## config.mk

```make
export PLATFORM = sky130hd
export DESIGN_NAME = float_round_pipe_flat
export DESIGN_NICKNAME = d
export VERILOG_FILES = /design/src/rtl/float_round_pipe_if.sv /design/src/rtl/float_round_pipe.sv /design/src/flat_wrapper.sv
export SDC_FILE = /design/constraint.sdc
export NUM_CORES = 1
export LEC_CHECK = 0
export BUFFER_PORTS_ARGS = -buffer_cell sky130_fd_sc_hd__buf_2
export CORE_MARGIN = 10
export CORE_UTILIZATION = 54
export DETAILED_ROUTE_END_ITERATION = 10
export PLACE_DENSITY = 0.8
export SYNTH_ARGS = -nofsm -noshare
export SYNTH_HDL_FRONTEND = slang
export SYNTH_SLANG_ARGS = --single-unit
export TNS_END_PERCENT = 30
```

## constraint.sdc

```tcl
create_clock -name Clock -period 4.1 [get_ports Clock]
set_clock_uncertainty 0.2 [all_clocks]
set_input_delay 0.82 -clock Clock [delete_from_list [all_inputs] [get_ports Clock]]
set_output_delay 0.82 -clock Clock [all_outputs]
set_load 0.005 [all_outputs]
```

## src/rtl/float_round_pipe_if.sv

```systemverilog
`default_nettype none
// ============================================================================
//  Module   : float_round_pipe_if
//  Purpose  : Valid/ready operand and result bundle for float_round_pipe.
//  Revision : 1.0  initial release
// ============================================================================
interface float_round_pipe_if #(
    parameter int MANT_W = 24,
    parameter int EXP_W  = 8,
    parameter int MODE_W = 3
);
    logic              in_valid;
    logic              in_ready;
    logic              in_sign;
    logic [EXP_W-1:0]  in_exp;
    logic [MANT_W-1:0] in_mant;
    logic              in_r;
    logic              in_s;
    logic [MODE_W-1:0] in_mode;
    logic              in_inf;
    logic              in_nan;
    logic              out_valid;
    logic              out_ready;
    logic              out_sign;
    logic [EXP_W-1:0]  out_exp;
    logic [MANT_W-1:0] out_mant;
    logic              out_inexact;
    logic              out_overflow;

    modport master (
        output in_valid, in_sign, in_exp, in_mant, in_r, in_s, in_mode,
               in_inf, in_nan, out_ready,
        input  in_ready, out_valid, out_sign, out_exp, out_mant,
               out_inexact, out_overflow
    );

    modport slave (
        input  in_valid, in_sign, in_exp, in_mant, in_r, in_s, in_mode,
               in_inf, in_nan, out_ready,
        output in_ready, out_valid, out_sign, out_exp, out_mant,
               out_inexact, out_overflow
    );
endinterface
`default_nettype wire

```

## src/rtl/float_round_pipe.sv

```systemverilog
`default_nettype none
// ============================================================================
//  Module   : float_round_pipe
//  Purpose  : Two-stage elastic IEEE-754 rounding stage, five rounding modes.
//             Optional sticky status register enabled by FROUND_STATUS_EN.
//  Revision : 1.0  initial release
// ============================================================================
module float_round_pipe #(
    parameter int MANT_W = 24,
    parameter int EXP_W  = 8,
    parameter int MODE_W = 3
) (
    input  logic              Clock,
    input  logic              Reset_n,
    float_round_pipe_if.slave bus
`ifdef FROUND_STATUS_EN
    ,
    input  logic              status_clr,
    output logic [1:0]        status
`endif
);

    localparam logic [MODE_W-1:0] c_MODE_RTZ = MODE_W'(1);
    localparam logic [MODE_W-1:0] c_MODE_RDN = MODE_W'(2);
    localparam logic [MODE_W-1:0] c_MODE_RUP = MODE_W'(3);
    localparam logic [MODE_W-1:0] c_MODE_RMM = MODE_W'(4);

    localparam logic [EXP_W-1:0]  c_EXP_ONES = {EXP_W{1'b1}};
    localparam logic [EXP_W-1:0]  c_EXP_MAXF = {{(EXP_W-1){1'b1}}, 1'b0};
    localparam logic [EXP_W:0]    c_EXP_OVF  = {1'b0, {EXP_W{1'b1}}};
    localparam logic [MANT_W-1:0] c_MANT_ONE = {1'b1, {(MANT_W-1){1'b0}}};
    localparam logic [MANT_W-1:0] c_MANT_QNAN = {2'b11, {(MANT_W-2){1'b0}}};

    // Stage 1 registers
    logic              r_s1_valid;
    logic              r_s1_sign;
    logic [EXP_W-1:0]  r_s1_exp;
    logic [MANT_W-1:0] r_s1_mant;
    logic              r_s1_inc;
    logic [MODE_W-1:0] r_s1_mode;
    logic              r_s1_inf;
    logic              r_s1_nan;
    logic              r_s1_inexact;

    // Stage 2 (output) registers
    logic              r_s2_valid;
    logic              r_out_sign;
    logic [EXP_W-1:0]  r_out_exp;
    logic [MANT_W-1:0] r_out_mant;
    logic              r_out_inexact;
    logic              r_out_overflow;

    logic              w_s2_adv;
    logic              w_s1_adv;
    logic              w_in_fire;
    logic              w_rs;
    logic              w_inc;
    logic [MANT_W:0]   w_sum;
    logic [EXP_W:0]    w_exp_rnd;
    logic [MANT_W-1:0] w_mant_rnd;
    logic              w_ovf;
    logic              w_to_inf;
    logic [EXP_W-1:0]  w_res_exp;
    logic [MANT_W-1:0] w_res_mant;
    logic              w_res_inexact;
    logic              w_res_overflow;

    assign w_s2_adv     = !r_s2_valid | bus.out_ready;
    assign w_s1_adv     = !r_s1_valid | w_s2_adv;
    assign w_in_fire    = bus.in_valid & w_s1_adv;
    assign bus.in_ready = w_s1_adv;

    // Increment decision; unassigned mode codes fall back to round-half-even.
    always_comb begin
        w_rs  = bus.in_r | bus.in_s;
        w_inc = 1'b0;
        case (bus.in_mode)
            c_MODE_RTZ: w_inc = 1'b0;
            c_MODE_RDN: w_inc = bus.in_sign & w_rs;
            c_MODE_RUP: w_inc = !bus.in_sign & w_rs;
            c_MODE_RMM: w_inc = bus.in_r;
            default:    w_inc = bus.in_r & (bus.in_s | bus.in_mant[0]);
        endcase
    end

    always_ff @(posedge Clock) begin
        if (!Reset_n) begin
            r_s1_valid   <= 1'b0;
            r_s1_sign    <= 1'b0;
            r_s1_exp     <= '0;
            r_s1_mant    <= '0;
            r_s1_inc     <= 1'b0;
            r_s1_mode    <= '0;
            r_s1_inf     <= 1'b0;
            r_s1_nan     <= 1'b0;
            r_s1_inexact <= 1'b0;
        end else begin
            if (w_s1_adv) begin
                r_s1_valid <= bus.in_valid;
            end
            if (w_in_fire) begin
                r_s1_sign    <= bus.in_sign;
                r_s1_exp     <= bus.in_exp;
                r_s1_mant    <= bus.in_mant;
                r_s1_inc     <= w_inc;
                r_s1_mode    <= bus.in_mode;
                r_s1_inf     <= bus.in_inf;
                r_s1_nan     <= bus.in_nan;
                r_s1_inexact <= w_rs;
            end
        end
    end

    // Carry out of the mantissa renormalises to 1.000... and bumps the exponent.
    assign w_sum      = {1'b0, r_s1_mant} + {{MANT_W{1'b0}}, r_s1_inc};
    assign w_exp_rnd  = {1'b0, r_s1_exp} + {{EXP_W{1'b0}}, w_sum[MANT_W]};
    assign w_mant_rnd = w_sum[MANT_W] ? c_MANT_ONE : w_sum[MANT_W-1:0];
    assign w_ovf      = (w_exp_rnd >= c_EXP_OVF);

    always_comb begin
        w_to_inf = 1'b1;
        case (r_s1_mode)
            c_MODE_RTZ: w_to_inf = 1'b0;
            c_MODE_RDN: w_to_inf = r_s1_sign;
            c_MODE_RUP: w_to_inf = !r_s1_sign;
            default:    w_to_inf = 1'b1;
        endcase
    end

    always_comb begin
        w_res_exp      = w_exp_rnd[EXP_W-1:0];
        w_res_mant     = w_mant_rnd;
        w_res_inexact  = r_s1_inexact;
        w_res_overflow = 1'b0;
        if (r_s1_nan) begin
            w_res_exp     = c_EXP_ONES;
            w_res_mant    = c_MANT_QNAN;
            w_res_inexact = 1'b0;
        end else if (r_s1_inf) begin
            w_res_exp     = c_EXP_ONES;
            w_res_mant    = '0;
            w_res_inexact = 1'b0;
        end else if (w_ovf) begin
            w_res_overflow = 1'b1;
            w_res_inexact  = 1'b1;
            if (w_to_inf) begin
                w_res_exp  = c_EXP_ONES;
                w_res_mant = '0;
            end else begin
                w_res_exp  = c_EXP_MAXF;
                w_res_mant = {MANT_W{1'b1}};
            end
        end
    end

    always_ff @(posedge Clock) begin
        if (!Reset_n) begin
            r_s2_valid     <= 1'b0;
            r_out_sign     <= 1'b0;
            r_out_exp      <= '0;
            r_out_mant     <= '0;
            r_out_inexact  <= 1'b0;
            r_out_overflow <= 1'b0;
        end else if (w_s2_adv) begin
            r_s2_valid <= r_s1_valid;
            if (r_s1_valid) begin
                r_out_sign     <= r_s1_sign;
                r_out_exp      <= w_res_exp;
                r_out_mant     <= w_res_mant;
                r_out_inexact  <= w_res_inexact;
                r_out_overflow <= w_res_overflow;
            end
        end
    end

    assign bus.out_valid    = r_s2_valid;
    assign bus.out_sign     = r_out_sign;
    assign bus.out_exp      = r_out_exp;
    assign bus.out_mant     = r_out_mant;
    assign bus.out_inexact  = r_out_inexact;
    assign bus.out_overflow = r_out_overflow;

`ifdef FROUND_STATUS_EN
    logic       w_emit;
    logic [1:0] r_status;

    assign w_emit = r_s2_valid & bus.out_ready;

    // An emitting beat's flags survive a coincident clear.
    always_ff @(posedge Clock) begin
        if (!Reset_n) begin
            r_status <= 2'b00;
        end else if (w_emit) begin
            r_status <= (status_clr ? 2'b00 : r_status) | {r_out_overflow, r_out_inexact};
        end else if (status_clr) begin
            r_status <= 2'b00;
        end
    end

    assign status = r_status;
`endif

endmodule
`default_nettype wire

```

## src/flat_wrapper.sv

```systemverilog
// flat-port wrapper written by rule: the top's interface ports become plain ports
module float_round_pipe_flat 
#(
    parameter int MANT_W = 24,
    parameter int EXP_W  = 8,
    parameter int MODE_W = 3
)
  (Clock, Reset_n, bus_in_valid, bus_in_sign, bus_in_exp, bus_in_mant, bus_in_r, bus_in_s, bus_in_mode, bus_in_inf, bus_in_nan, bus_out_ready, bus_in_ready, bus_out_valid, bus_out_sign, bus_out_exp, bus_out_mant, bus_out_inexact, bus_out_overflow);
  float_round_pipe_if #(.MANT_W(MANT_W), .EXP_W(EXP_W), .MODE_W(MODE_W)) bus_i ();
  input  logic Clock;
  input  logic Reset_n;
  input wire logic [$bits(bus_i.in_valid)-1:0] bus_in_valid;
  input wire logic [$bits(bus_i.in_sign)-1:0] bus_in_sign;
  input wire logic [$bits(bus_i.in_exp)-1:0] bus_in_exp;
  input wire logic [$bits(bus_i.in_mant)-1:0] bus_in_mant;
  input wire logic [$bits(bus_i.in_r)-1:0] bus_in_r;
  input wire logic [$bits(bus_i.in_s)-1:0] bus_in_s;
  input wire logic [$bits(bus_i.in_mode)-1:0] bus_in_mode;
  input wire logic [$bits(bus_i.in_inf)-1:0] bus_in_inf;
  input wire logic [$bits(bus_i.in_nan)-1:0] bus_in_nan;
  input wire logic [$bits(bus_i.out_ready)-1:0] bus_out_ready;
  output wire logic [$bits(bus_i.in_ready)-1:0] bus_in_ready;
  output wire logic [$bits(bus_i.out_valid)-1:0] bus_out_valid;
  output wire logic [$bits(bus_i.out_sign)-1:0] bus_out_sign;
  output wire logic [$bits(bus_i.out_exp)-1:0] bus_out_exp;
  output wire logic [$bits(bus_i.out_mant)-1:0] bus_out_mant;
  output wire logic [$bits(bus_i.out_inexact)-1:0] bus_out_inexact;
  output wire logic [$bits(bus_i.out_overflow)-1:0] bus_out_overflow;
  assign bus_i.in_valid = bus_in_valid;
  assign bus_i.in_sign = bus_in_sign;
  assign bus_i.in_exp = bus_in_exp;
  assign bus_i.in_mant = bus_in_mant;
  assign bus_i.in_r = bus_in_r;
  assign bus_i.in_s = bus_in_s;
  assign bus_i.in_mode = bus_in_mode;
  assign bus_i.in_inf = bus_in_inf;
  assign bus_i.in_nan = bus_in_nan;
  assign bus_i.out_ready = bus_out_ready;
  assign bus_in_ready = bus_i.in_ready;
  assign bus_out_valid = bus_i.out_valid;
  assign bus_out_sign = bus_i.out_sign;
  assign bus_out_exp = bus_i.out_exp;
  assign bus_out_mant = bus_i.out_mant;
  assign bus_out_inexact = bus_i.out_inexact;
  assign bus_out_overflow = bus_i.out_overflow;
  float_round_pipe #(.MANT_W(MANT_W), .EXP_W(EXP_W), .MODE_W(MODE_W)) u_core (.Clock(Clock), .Reset_n(Reset_n), .bus(bus_i));
endmodule
```

==> results of run 1 <==
[layer usage]
layer / share of wire (%) / routed length [um]
met1: 45 / 4229
met2: 47 / 4487
met3: 7.2 / 678
met4: 0.72 / 68
met5: 0 / 0
[cells by family after synthesis]
group,share of synthesized area [%]
flops,42.47
simple gates,25.54
xor+xnor,6.274
buf+inv,3.826
mux,0.2758
fa+ha+maj,1.379
compound gates,20.23
[stage by stage]
step           cells  total power [mW]
2_1_floorplan    450            0.9257
3_3_place_gp     581            0.9848
3_5_place_dp     581            0.9912
4_1_cts          596             1.536
5_1_grt          596             1.595
6_report         596             1.530
[registers in the layout, indices dropped and copies added (netlist names), 3 cells and up]
signal / flops
u_core.bus.out_exp: 8
u_core.r_s1_mode: 3
u_core.r_s1_mant: 24
u_core.bus.out_mant: 24
u_core.r_s1_exp: 8
[cells in the final DEF (no fill, tap or decap), types with 4 or more instances in the layout]
cell      count
nor2b_1       6
buf_4         4
nor3_1        7
a31oi_1       6
nand2_1     119
o21ai_1       9
nor2_1       21
xnor2_1      11
o21ai_0      15
nand3_1      10
o211ai_1      4
a22oi_1       4
ha_1          4
nor4_1        4
a21boi_0     40
and4_1        4
clkbuf_8     10
a21oi_1      15
dfxtp_1      77
buf_2        80
nand4_1      10
xor2_1       15
[cell type report]
class / instances / area, um2 / area share [%]
Clock inverter: 2 / 35.03 / 0.8296
Timing Repair Buffer: 84 / 430.4 / 10.19
Inverter: 3 / 11.26 / 0.2667
Tap cell: 77 / 96.34 / 2.281
Multi-Input combinational cell: 341 / 1963 / 46.49
Clock buffer: 12 / 145.1 / 3.437
Sequential cell: 77 / 1541 / 36.50
[path summary, 6_finish.rpt]
path | from | end | slack (ns)
max | u_core.r_s1_mant[0] | u_core.bus.out_mant[10] | 0.37
min | u_core.bus.out_mant[3] | u_core.bus.out_mant[3] | 0.24
max reg2reg | u_core.r_s1_mant[0] | u_core.bus.out_mant[10] | 0.37
min reg2reg | u_core.bus.out_mant[3] | u_core.bus.out_mant[3] | 0.24
[worst register-to-register path: stages (launching register included)]
cell	delay, ns
dfxtp_1	0.35
ha_1	0.21
ha_1	0.24
nand4_1	0.24
nor4_2	0.36
and4_1	0.29
ha_1	0.28
nand4b_1	0.12
nand4_1	0.10
a21oi_1	0.50
o211ai_1	0.46
o21ai_0	0.30
[power by group through the flow]
stage          clock network, mW  registers, mW  logic [mW]
2_1_floorplan                  0          0.827      0.0984
3_3_place_gp                   0          0.835       0.150
3_5_place_dp                   0          0.837       0.154
4_1_cts                    0.559          0.820       0.157
5_1_grt                    0.592          0.827       0.177
6_report                   0.553          0.821       0.157
[what timing repair did]
item / CTS / global route
gates resized for setup: 0 / 1
pin swaps: 1 / 0
setup endpoints to repair: 13 / 19
cloned: 1 / 0
endpoints found under the hold margin: 0 / 0
==> impl_metrics.py, run 1 <==
metrics = {
    "clock_network": {
        "ctsHoldBuffers": 0,
        "tritoncts": "yes",
        "cts_setup_buffers": 0,
        "cts_buffers": 9,
        "clockBufferDepth": 2,
        "ctsHtreeMaxLevel": 3,
        "clock-root-buffer": "clkbuf_8",
        "clk_pin_slew_ns": 0.08,
        "clock_latency_ns": 0.35,
        "clock-sinks": 77,
    },
    "global_routing": {
        "antenna_found_initial": 0,
        "grt_max_degree": 60,
        "busiest_layer": "met2",
        "met3_usage_pct": 4.588,
        "grt-ovfl-total": 0,
        "grt_pass1_wl_mm": 15.35,
        "track_usage_pct": 18.13,
        "grt_pass1_vias": 3242,
        "grt_use_met2_pct": 28.99,
        "grt_util_met1_pct": 22.99,
    },
    "worst_setup_path": {
        "critical_path.most_common_cell": "ha_1",
        "critical_path.top_delay_family": "compound AO/OA/AOI/OAI gates",
        "startpoint_type": "flip-flop",
        "crit_buf_inv": 0,
        "slowest_delay_ns": 0.50,
        "r2r.worst_path.cells": 11,
        "crit_fanout": 10,
        "crit_type": "reg2reg",
        "end_kind": "flip-flop",
        "cp_data_arrival_time_ns": 3.80,
        "cp_slowest_cell": "a21oi_1",
        "worstPathRequired_ns": 4.17,
        "path_cells": "ha_1 -> ha_1 -> nand4_1 -> nor4_2 -> and4_1 -> ha_1 -> nand4b_1 -> nand4_1 -> a21oi_1 -> o211ai_1 -> o21ai_0",
        "cp.depth": 11,
    },
    "drt": {
        "wire_per_inst_um": 15.88,
        "avgViaCountPerCell": 5.606,
        "via_count": 3341,
        "wl_mm": 9.462,
        "first_iter_violations": 326,
        "drc": 0,
        "dr.pass1.iters": 4,
        "detail-route-antenna-nets": 0,
    },
    "floorplanning": {
        "core_region_area_mm2": 0.006422,
        "start_util_pct": 56.52,
        "die_area_mm2": 0.01040,
        "die_h_um": 102.0,
        "num_rows": 29,
        "fp.dieW_um": 102.0,
        "io_pins": 81,
    },
    "timing": {
        "relSlewSlack_pct": 30.64,
        "final.min_clock_period_ns": 3.733,
        "fin_crit_sh_pct": 91.05,
        "worst_pin_slew_ns": 1.032,
        "fmax_mhz": 267.9,
        "setup_tns_ns": 0,
        "rsz0062_at_grt": "false",
        "setup_ws_ns": 0.3669,
        "fin_hold_ws_ns": 0.2445,
        "hold_violations": 0,
        "drv_slew": 0,
        "setup_viol": 0,
    },
    "yosys": {
        "yosysMostFrequentCell": "nand2_1",
        "yosys.cell_types.count": 47,
        "syn_area_per_cell_um2": 8.066,
        "synth_edf_count": 0,
        "yosysSeqAreaShare_pct": 42.47,
        "syn_area_mm2": 0.003630,
        "async_flop_share_pct": 0,
        "synth_top_cell_by_area": "dfxtp_1",
        "synth_top_cell_area_share_pct": 42.47,
        "ys.flop_type": "dfxtp_1",
        "syn-instance-count": 450,
        "synthTopCellsByArea": "dfxtp_1 42%, nand2_1 12%, a21boi_0 8.3%",
        "yosys_warnings": 0,
        "synth_commonest_cells": "119 x nand2_1, 77 x dfxtp_1, 40 x a21boi_0",
        "synth_nets": 498,
        "ys_ff_latch": 77,
    },
    "finish": {
        "final_area_mm2": 0.004223,
        "drive_gt1_share_pct": 20.62,
        "area_growth_syn_to_layout_pct": 16.34,
        "utilization_pct": 65.75,
        "fill_cells": 572,
        "final_nets": 564,
        "antenna_cells": 0,
    },
    "run_status": {
        "outcome": "completed",
    },
    "power_and_ir_drop": {
        "clkPwrFrac_pct": 36.1,
        "p_comb_share_pct": 10.2,
        "p_switching_mw": 0.3862,
        "power_leakage_nw": 1.730,
        "ir_drop_uv": 209.7,
        "cellPowerDensity_mw_per_mm2": 362.4,
        "p_sw_share_pct": 25.24,
        "p_seq_share_pct": 53.6,
        "power.internal_mw": 1.144,
    },
    "place": {
        "routabilityCongestion": 0.8569,
        "portBuffers": 80,
        "dpl-instance-area_mm2": 0.004029,
        "dp_hpwl_mm": 6.876,
        "place_ws_ns": -0.1004,
    },
    "job": {
        "maxCapViolations": 0,
    },
    "worst_hold_path": {
        "worstHoldPathCells": 2,
        "hold_class": "reg2reg",
    },
}
Note: power is estimated with default switching activity, not from simulation.
==> run 2: changes to the inputs <==
==> constraint.sdc (replaced) <==
create_clock -name Clock -period 3.7 [get_ports Clock]
set_clock_uncertainty 0.2 [all_clocks]
set_input_delay 0.74 -clock Clock [delete_from_list [all_inputs] [get_ports Clock]]
set_output_delay 0.74 -clock Clock [all_outputs]
set_load 0.005 [all_outputs]
==> run 2 against run 1 <==
  * Via count decreased by 1.3%
  * Cell area increased by 0.15%
  * Worst hold slack improved by 0.0013 ns
  * Flip-flop and latch count unchanged
  * Routed wire length decreased by 5.2%
  * Setup slack got worse by 0.048 ns
  * First-iteration DRC count decreased by 48%
  * Critical endpoint is now u_core.bus.out_mant[23]
  * Largest power group unchanged
==> impl_metrics.py, run 2 (synthesis gave the netlist of run 1 again) <==
metrics = {
    "worst_setup_path": {
        "crit_fanout": 23,
        "startpoint_type": "flip-flop",
        "timing.rr.end": "u_core.bus.out_mant[23]",
        "cp_data_arrival_time_ns": 3.40,
        "critical_path.most_common_cell": "ha_1",
        "path_cells": "ha_1 -> ha_1 -> nand4_1 -> nor4_1 -> buf_4 -> and4_1 -> ha_1 -> nand4b_1 -> nand4_1 -> and2_1 -> buf_4 -> nor3_1 -> a211oi_1",
        "crit_buf_inv": 2,
        "critical_path.top_delay_family": "simple AND/OR/NAND/NOR gates",
        "ff2ff_setup_slack_ns": 0.32,
        "r2r.worst_path.cells": 13,
        "crit_type": "reg2reg",
        "slowest_delay_ns": 0.35,
        "end_kind": "flip-flop",
        "cp_slowest_cell": "dfxtp_1",
        "cp.depth": 13,
        "crit-reg2reg-launch": "u_core.r_s1_inc",
        "worstPathRequired_ns": 3.72,
    },
    "power_and_ir_drop": {
        "power.internal_mw": 1.192,
        "ir_drop_uv": 252.0,
        "clkPwrFrac_pct": 33.7,
        "p_switching_mw": 0.4391,
        "p_sw_share_pct": 26.92,
        "p_seq_share_pct": 55.7,
        "power_leakage_nw": 1.731,
        "cellPowerDensity_mw_per_mm2": 385.7,
        "p_comb_share_pct": 10.6,
    },
    "worst_hold_path": {
        "hold_end": "u_core.bus.out_mant[13]",
        "worstHoldPathCells": 2,
        "hold_class": "reg2reg",
        "hold_start": "u_core.bus.out_mant[13]",
    },
    "clock_network": {
        "clockBufferDepth": 2,
        "clock-sinks": 77,
        "clock_latency_ns": 0.35,
        "cts_buffers": 9,
        "cts_setup_buffers": 0,
        "ctsHtreeMaxLevel": 3,
        "clk_pin_slew_ns": 0.08,
        "ctsHoldBuffers": 0,
        "clock-root-buffer": "clkbuf_8",
        "tritoncts": "yes",
    },
    "timing": {
        "fmax_mhz": 295.8,
        "final.min_clock_period_ns": 3.381,
        "relSlewSlack_pct": 30.51,
        "fin_hold_ws_ns": 0.2458,
        "setup_tns_ns": 0,
        "rsz0062_at_grt": "false",
        "setup_viol": 0,
        "drv_slew": 0,
        "hold_violations": 0,
        "setup_ws_ns": 0.3192,
        "worst_pin_slew_ns": 1.042,
        "fin_crit_sh_pct": 91.37,
    },
    "drt": {
        "first_iter_violations": 170,
        "wire_per_inst_um": 14.98,
        "avgViaCountPerCell": 5.508,
        "wl_mm": 8.971,
        "drc": 0,
        "via_count": 3299,
        "detail-route-antenna-nets": 0,
        "dr.pass1.iters": 5,
    },
    "global_routing": {
        "track_usage_pct": 17.47,
        "grt_pass1_vias": 3142,
        "grt_pass1_wl_mm": 14.78,
        "grt_max_degree": 58,
        "grt-ovfl-total": 0,
        "antenna_found_initial": 0,
    },
    "finish": {
        "layout_common_cells": "119 x nand2_1, 80 x buf_2, 77 x dfxtp_1",
        "final_nets": 565,
        "final_area_mm2": 0.004229,
        "antenna_cells": 0,
        "area_growth_syn_to_layout_pct": 16.51,
        "final_common_cell": "nand2_1",
        "fill_cells": 567,
        "utilization_pct": 65.85,
        "drive_gt1_share_pct": 21.26,
    },
    "place": {
        "routabilityCongestion": 0.8477,
        "place_ws_ns": 0.3305,
        "portBuffers": 80,
        "dpl-instance-area_mm2": 0.004056,
        "dp_hpwl_mm": 6.702,
    },
    "floorplanning": {
        "fp.dieW_um": 102.0,
        "core_region_area_mm2": 0.006422,
        "start_util_pct": 56.52,
        "die_area_mm2": 0.01040,
        "io_pins": 81,
        "num_rows": 29,
        "die_h_um": 102.0,
    },
    "run_status": {
        "outcome": "completed",
    },
    "job": {
        "maxCapViolations": 0,
    },
}
## run 2: cell count changes in the layout (fill, tap and decap cells not counted), sizes merged
cell and delta:
clkinv +2, clkinvlp +2, buf +2, bufinv -1, clkbuf -1, o211ai -1
## run 2: stage by stage
stage / instances / total power [mW]
floorplan: 450 / 1.026
global placement: 583 / 1.094
CTS: 599 / 1.641
finish: 599 / 1.631
global route: 599 / 1.709
detailed placement: 583 / 1.100
## run 2: how the worst max path moves through the flow
stage	startpoint	endpoint	slack [ns]
after floorplan	u_core.r_s1_inc	u_core.bus.out_mant[21]	0.67
after global placement	u_core.r_s1_inc	u_core.bus.out_mant[18]	0.55
after detailed placement	u_core.r_s1_inc	u_core.bus.out_mant[10]	0.33
after CTS	u_core.r_s1_inc	u_core.bus.out_mant[10]	0.30
after global routing	u_core.r_s1_inc	u_core.bus.out_mant[22]	0.07
final	u_core.r_s1_inc	u_core.bus.out_mant[23]	0.32
## run 2: power groups by stage
stage | registers, mW | clock network (mW) | logic (mW)
3_5_place_dp | 0.927 | 0 | 0.173
3_3_place_gp | 0.926 | 0 | 0.169
2_1_floorplan | 0.917 | 0 | 0.109
4_1_cts | 0.908 | 0.559 | 0.174
6_report | 0.909 | 0.550 | 0.173
5_1_grt | 0.915 | 0.598 | 0.196
## run 2: what timing repair did
action / CTS / global route
endpoints found under the setup margin: 0 / 3
endpoints found under the hold margin: 0 / 0
resized for setup: 0 / 1
## run 2: metal layers
layer | track usage, % | up-vias | routed length (um)
met5 | 0 | - | 0
met4 | 4.664 | 0 | 116
met3 | 6.343 | 14 | 686
met2 | 27.06 | 105 | 4062
met1 | 22.48 | 1488 | 4106
li1 | - | 1692 | -
## run 2: worst min-delay path, stage by stage (launching register included)
cell and delay, ns:
dfxtp_1 0.31, nand2_1 0.05, o21ai_1 0.05
## run 2: final cells by class
type,instances,area (um2),share of cell area (%)
clock buffer,11,131.4,3.107
clock inverter,5,37.54,0.8876
inverter,3,11.26,0.2663
multi-input combinational,340,1953,46.18
sequential,77,1541,36.45
tap,77,96.34,2.278
timing repair buffer,86,457.9,10.83
